$ cat config.mk
export PLATFORM = sky130hd
export DESIGN_NAME = gpr_wb_arbiter
export DESIGN_NICKNAME = d
export VERILOG_FILES = /design/src/rtl/gpr_wb_arbiter_pkg.sv /design/src/rtl/gpr_wb_arbiter_rr_arbiter.sv /design/src/rtl/gpr_wb_arbiter.sv
export SDC_FILE = /design/constraint.sdc
export NUM_CORES = 1
export LEC_CHECK = 0
export ABC_AREA = 1
export CELL_PAD_IN_SITES_DETAIL_PLACEMENT = 0
export CELL_PAD_IN_SITES_GLOBAL_PLACEMENT = 1
export CORE_ASPECT_RATIO = 1.75
export CORE_MARGIN = 8
export CORE_UTILIZATION = 26
export CTS_CLUSTER_DIAMETER = 30
export DETAILED_ROUTE_END_ITERATION = 6
export PLACE_DENSITY = 0.81
export SYNTH_ARGS = -nofsm -noshare
export SYNTH_HDL_FRONTEND = slang
export SYNTH_SLANG_ARGS = --single-unit
$ cat constraint.sdc
create_clock -name clk -period 2.6 [get_ports clk]
set_input_delay 0.39 -clock clk [delete_from_list [all_inputs] [get_ports clk]]
set_output_delay 0.39 -clock clk [all_outputs]
set_load 0.02 [all_outputs]
$ cat src/rtl/gpr_wb_arbiter_pkg.sv
// gpr_wb_arbiter_pkg: shared constants for the register-file write-back arbiter.
package gpr_wb_arbiter_pkg;
  localparam int REG_COUNT = 32;
  localparam int GPR_DATA_W = 32;
  localparam int NUM_REQ_DEF = 3;
  localparam logic WRITE = 1'b0;
  localparam logic READ = 1'b1;
  typedef enum logic [1:0] {
    REQ_ALU = 2'd0,
    REQ_LSU = 2'd1,
    REQ_CSR = 2'd2
  } req_id_e;
endpackage

$ cat src/rtl/gpr_wb_arbiter_rr_arbiter.sv
// gpr_wb_arbiter_rr_arbiter: round-robin pick starting at ptr_i, one-hot grant gated by en_i.
module gpr_wb_arbiter_rr_arbiter #(
  parameter int NUM_REQ = 3,
  parameter int IDX_W = (NUM_REQ > 1) ? $clog2(NUM_REQ) : 1
) (
  input  logic [NUM_REQ-1:0] req_i,
  input  logic [IDX_W-1:0]   ptr_i,
  input  logic               en_i,
  output logic [NUM_REQ-1:0] gnt_o,
  output logic [IDX_W-1:0]   idx_o
);
  logic found;
  int j;
  always_comb begin
    gnt_o = '0;
    idx_o = '0;
    found = 1'b0;
    j = 0;
    for (int k = 0; k < NUM_REQ; k++) begin
      j = int'(ptr_i) + k;
      if (j >= NUM_REQ) j = j - NUM_REQ;
      if (!found && req_i[j]) begin
        found = 1'b1;
        idx_o = IDX_W'(j);
      end
    end
    if (en_i && found) gnt_o[idx_o] = 1'b1;
  end
endmodule

$ cat src/rtl/gpr_wb_arbiter.sv
// gpr_wb_arbiter: round-robin share of the GPR write port; registered active-low strobe, x0 writes dropped and counted.
module gpr_wb_arbiter
  import gpr_wb_arbiter_pkg::*;
#(
  parameter int NUM_REQ = NUM_REQ_DEF,
  parameter int ADDR_W = $clog2(REG_COUNT),
  parameter int DATA_W = GPR_DATA_W,
  parameter int IDX_W = (NUM_REQ > 1) ? $clog2(NUM_REQ) : 1
) (
  input  logic                      clk,
  input  logic                      reset,
  input  logic [NUM_REQ-1:0]        req_valid,
  output logic [NUM_REQ-1:0]        req_ready,
  input  logic [NUM_REQ*ADDR_W-1:0] req_addr,
  input  logic [NUM_REQ*DATA_W-1:0] req_data,
  input  logic                      wb_hold,
  output logic                      gpr_we_,
  output logic [ADDR_W-1:0]         gpr_wr_addr,
  output logic [DATA_W-1:0]         gpr_wr_data,
  output logic [IDX_W-1:0]          grant_id,
  output logic [15:0]               drop_cnt
);
  logic [NUM_REQ-1:0] gnt;
  logic [IDX_W-1:0] win, rr_ptr_q, rr_ptr_d, gid_q, gid_d;
  logic [ADDR_W-1:0] win_addr, addr_q, addr_d;
  logic [DATA_W-1:0] win_data, data_q, data_d;
  logic [15:0] drop_q, drop_d;
  logic we_q, we_d, xfer, drop, wr;
  gpr_wb_arbiter_rr_arbiter #(.NUM_REQ(NUM_REQ), .IDX_W(IDX_W)) u_rr (
    .req_i(req_valid),
    .ptr_i(rr_ptr_q),
    .en_i(!wb_hold),
    .gnt_o(gnt),
    .idx_o(win)
  );
  // ready is masked combinationally so it drops the instant reset asserts
  assign req_ready = reset ? gnt : '0;
  assign xfer = |(req_valid & req_ready);
  assign win_addr = req_addr[int'(win)*ADDR_W +: ADDR_W];
  assign win_data = req_data[int'(win)*DATA_W +: DATA_W];
  assign drop = xfer && (win_addr == '0);
  assign wr = xfer && !drop;
  always_comb begin
    rr_ptr_d = xfer ? ((win == IDX_W'(NUM_REQ - 1)) ? '0 : win + 1'b1) : rr_ptr_q;
    we_d = wr ? WRITE : READ;
    addr_d = wr ? win_addr : addr_q;
    data_d = wr ? win_data : data_q;
    gid_d = wr ? win : gid_q;
    drop_d = (drop && drop_q != 16'hFFFF) ? drop_q + 16'd1 : drop_q;
  end
  always_ff @(posedge clk or negedge reset) begin
    if (!reset) begin
      rr_ptr_q <= '0;
      we_q <= READ;
      addr_q <= '0;
      data_q <= '0;
      gid_q <= '0;
      drop_q <= '0;
    end else begin
      rr_ptr_q <= rr_ptr_d;
      we_q <= we_d;
      addr_q <= addr_d;
      data_q <= data_d;
      gid_q <= gid_d;
      drop_q <= drop_d;
    end
  end
  assign gpr_we_ = we_q;
  assign gpr_wr_addr = addr_q;
  assign gpr_wr_data = data_q;
  assign grant_id = gid_q;
  assign drop_cnt = drop_q;
endmodule

==> results.sh <==
export IMPL_status="finished with violations"
export IMPL_violations="setup timing"
export IMPL_leakagePower_nw=3.166
export IMPL_placed_area_sq_um=5957
export IMPL_power_density_nw_per_um2=1382
export IMPL_hold_violations=0
export IMPL_core_area_sq_um=14300
export IMPL_clock_latency_ps=320
export IMPL_final_util_pct=48.14
export IMPL_antenna_left=0
export IMPL_drive_above_1_share_pct=19.48
export IMPL_reg2regPathDepth=16
export IMPL_crit_path_end_kind="register"
export IMPL_maxCapViolCount=0
export IMPL_slew_viol_final=0
export IMPL_fmax_mhz=372.6
export IMPL_synthesis_nets=664
export IMPL_r2r_start="rr_ptr_q[1]"
export IMPL_start_util_pct=26.42
export IMPL_cts_clk_slew_worst_paths_ps=50
export IMPL_maxSlewHeadroom_pct=50.19
export IMPL_setup_ws_ps=-83.93
export IMPL_remaining_drc_errors=0
export IMPL_area_delta_synth_final_pct=82.18
export IMPL_die_w_um=107.1
export IMPL_cts_hold_buffers=0
export IMPL_cts_root_buffer="clkbuf_16"
export IMPL_gp_congestion=0.8495
export IMPL_synth_most_common_cell="nand2_1"
export IMPL_via_per_inst=4.759
export IMPL_synth_cell_types=34
export IMPL_wl_per_cell_um=16.92
export IMPL_critPathArrivalTime_ps=2890
export IMPL_synth_common_cells="nand2_1 (216), nand3_1 (120), dfrtp_1 (57)"
export IMPL_finalSetupViolations=57
export IMPL_critical_path_required_ps=2810
export IMPL_syn_inst=542
export IMPL_grt_usage_pct=16.23
export IMPL_netlist_area_leader_share_pct=37.76
export IMPL_synth_ff_type="dfrtp_1"
export IMPL_design_area_sq_um=6882
export IMPL_ys_ff_latch=58
export IMPL_synth_area_leaders="dfrtp_1 (38%), nand2_1 (21%), nand3_1 (16%)"
export IMPL_ys_warn_count=0
export IMPL_hp_class="in2async"
export IMPL_start_kind="register"
export IMPL_ff2ff_setup_slack_ps=-80
export IMPL_critPathKind="reg2reg"
export IMPL_tritoncts="built"
export IMPL_seq_area_frac_synth_pct=38.46
export IMPL_fin_skew_ps=5.083
export IMPL_nFillCells=1384
export IMPL_grt_pass1_wl_um=24140
export IMPL_dp_hpwl_um=11630
export IMPL_synth_async_reset_ratio_pct=100.0
export IMPL_pin_count=176
export IMPL_grt_start_max_net_pins=59
export IMPL_cts_sinks=58
export IMPL_irDropWorstVdd_mv=0.5795
export IMPL_row_count=58
export IMPL_portBuffers=175
export IMPL_path_max_fanout=8
export IMPL_yosysTopAreaCell="dfrtp_1"
export IMPL_synth_edf_count=0
export IMPL_wl_um=16010
export IMPL_clock_path_buffers=2
export IMPL_htreeDepth=3
export IMPL_synth_area_per_cell_sq_um=6.969
export IMPL_numCtsBuffers=9
export IMPL_vias=4502
export IMPL_drt_first_iter_violations=128
export IMPL_die_area_sq_um=18790
export IMPL_antenna_found_initial=0
export IMPL_period_needed_ps=2684
export IMPL_worst_slew_pin_slew_ps=747.2
export IMPL_first_pass_iters=4
export IMPL_rsz0062_at_grt="true"
export IMPL_finalNetCount=883
export IMPL_grt_overflow_total=0
export IMPL_grt_pass1_vias=4660
export IMPL_timing_rr_end="drop_cnt[12]"
export IMPL_die_h_um=175.5
export IMPL_fin_crit_sh_pct=103.2
export IMPL_synth_area_sq_um=3777
==> cell type report <==
cell class	instances	area, sq um	area share, %
Sequential cell	58	1454	21.13
Clock inverter	5	56.30	0.8182
Timing Repair Buffer	239	2432	35.35
Inverter	27	116.4	1.691
Antenna cell	1	2.502	0.03636
Tap cell	180	225.2	3.273
Clock buffer	10	229.0	3.327
Multi-Input combinational cell	426	2366	34.38
==> worst max-delay path by stage <==
| stage | startpoint | to | slack, ps | depth (start not counted) |
|---|---|---|---|---|
| after CTS | rr_ptr_q[0] | gpr_wr_addr[0] | -5 | 16 |
| after global routing | rr_ptr_q[1] | drop_cnt[12] | -200 | 16 |
| after floorplan | rr_ptr_q[1] | req_ready[2] | 70 | 12 |
| final | rr_ptr_q[1] | drop_cnt[12] | -80 | 16 |
| after detailed placement | req_valid[0] | req_ready[2] | -350 | 9 |
| after global placement | req_valid[0] | req_ready[2] | -340 | 9 |
==> where the power goes <==
part | internal (mW) | switching [mW] | total [mW]
combinational | 3.03 | 3.93 | 6.96
sequential | 1.22 | 0.191 | 1.41
clock | 0.733 | 0.407 | 1.14
total | 4.99 | 4.52 | 9.51
==> stage by stage <==
step                      cells  setup TNS, ps  hold slack [ps]  worst slack (ps)  power, mW
after floorplan             542              0            94.41             65.62      4.739
after global placement      909         -13010            452.6            -337.1      6.923
after detailed placement    909         -15450            458.3            -346.1      7.030
after CTS                   932         -8.140            350.7            -4.640      8.673
after global routing        945          -9160            393.1            -201.6      10.27
final                       946          -1830            300.7            -83.93      9.513
==> timing repair <==
action                     in CTS  in global routing
setup buffers                   8                  9
pin swaps                      12                 29
cloned                          1                  5
gates resized for setup        43                 65
hold endpoints to repair        0                  0
setup endpoints to repair      60                 61
==> worst max-delay path, stage by stage (launching register included) <==
cell,delay (ps)
dfrtp_1,400
buf_4,150
ha_4,300
nand3b_1,190
nand2_4,170
nand4_4,130
nand2_4,160
inv_8,70
buf_4,150
nand2_2,60
nand2_2,80
nor2_4,150
buf_6,120
nand4_4,140
clkbuf_16,200
nand2_1,50
nand2_1,50
==> cell usage in the layout (no fill, tap or decap), types with 2 or more instances in the layout <==
| master | n |
|---|---|
| a21boi_1 | 3 |
| a21oi_1 | 2 |
| a21oi_4 | 3 |
| buf_12 | 5 |
| buf_4 | 41 |
| buf_6 | 16 |
| clkbuf_16 | 13 |
| clkdlybuf4s50_1 | 171 |
| clkinv_2 | 2 |
| dfrtp_1 | 56 |
| ha_4 | 3 |
| inv_1 | 19 |
| inv_2 | 4 |
| inv_4 | 3 |
| nand2_1 | 194 |
| nand2_2 | 16 |
| nand2_4 | 11 |
| nand2_8 | 2 |
| nand3_1 | 116 |
| nand3_2 | 4 |
| nand3b_1 | 4 |
| nand4_1 | 21 |
| nand4_4 | 3 |
| nor2_1 | 9 |
| nor2_2 | 2 |
| nor2_4 | 5 |
| nor3_1 | 3 |
| o21ai_0 | 2 |
| o21ai_2 | 2 |
| xnor2_1 | 4 |
| xor2_1 | 8 |
==> cells by family after synthesis <==
kind of cell               Yosys count  synth area share, %
DFF                                 58                38.46
xor gates and xnor gates            12                2.782
and+or+nand+nor                    393                47.14
adders and majority gates            5                1.656
buffers and inverters               58                6.857
AOI/OAI and AO/OA                   16                3.114
==> state kept, by name (all words and copies together) (netlist names) <==
signal and count:
drop_cnt 16, rr_ptr_q 2, grant_id 2, gpr_wr_addr 5
gpr_we_ 1, gpr_wr_data 32
==> routing by layer <==
layer / track usage (%) / vias to the layer above / wire, um
met5: 0 / - / 0
met4: 8.850 / 0 / 710
met3: 3.670 / 33 / 738
met2: 30.76 / 128 / 9169
met1: 15.40 / 2119 / 5390
li1: - / 2222 / -
Note: power is estimated with default switching activity, not from simulation.
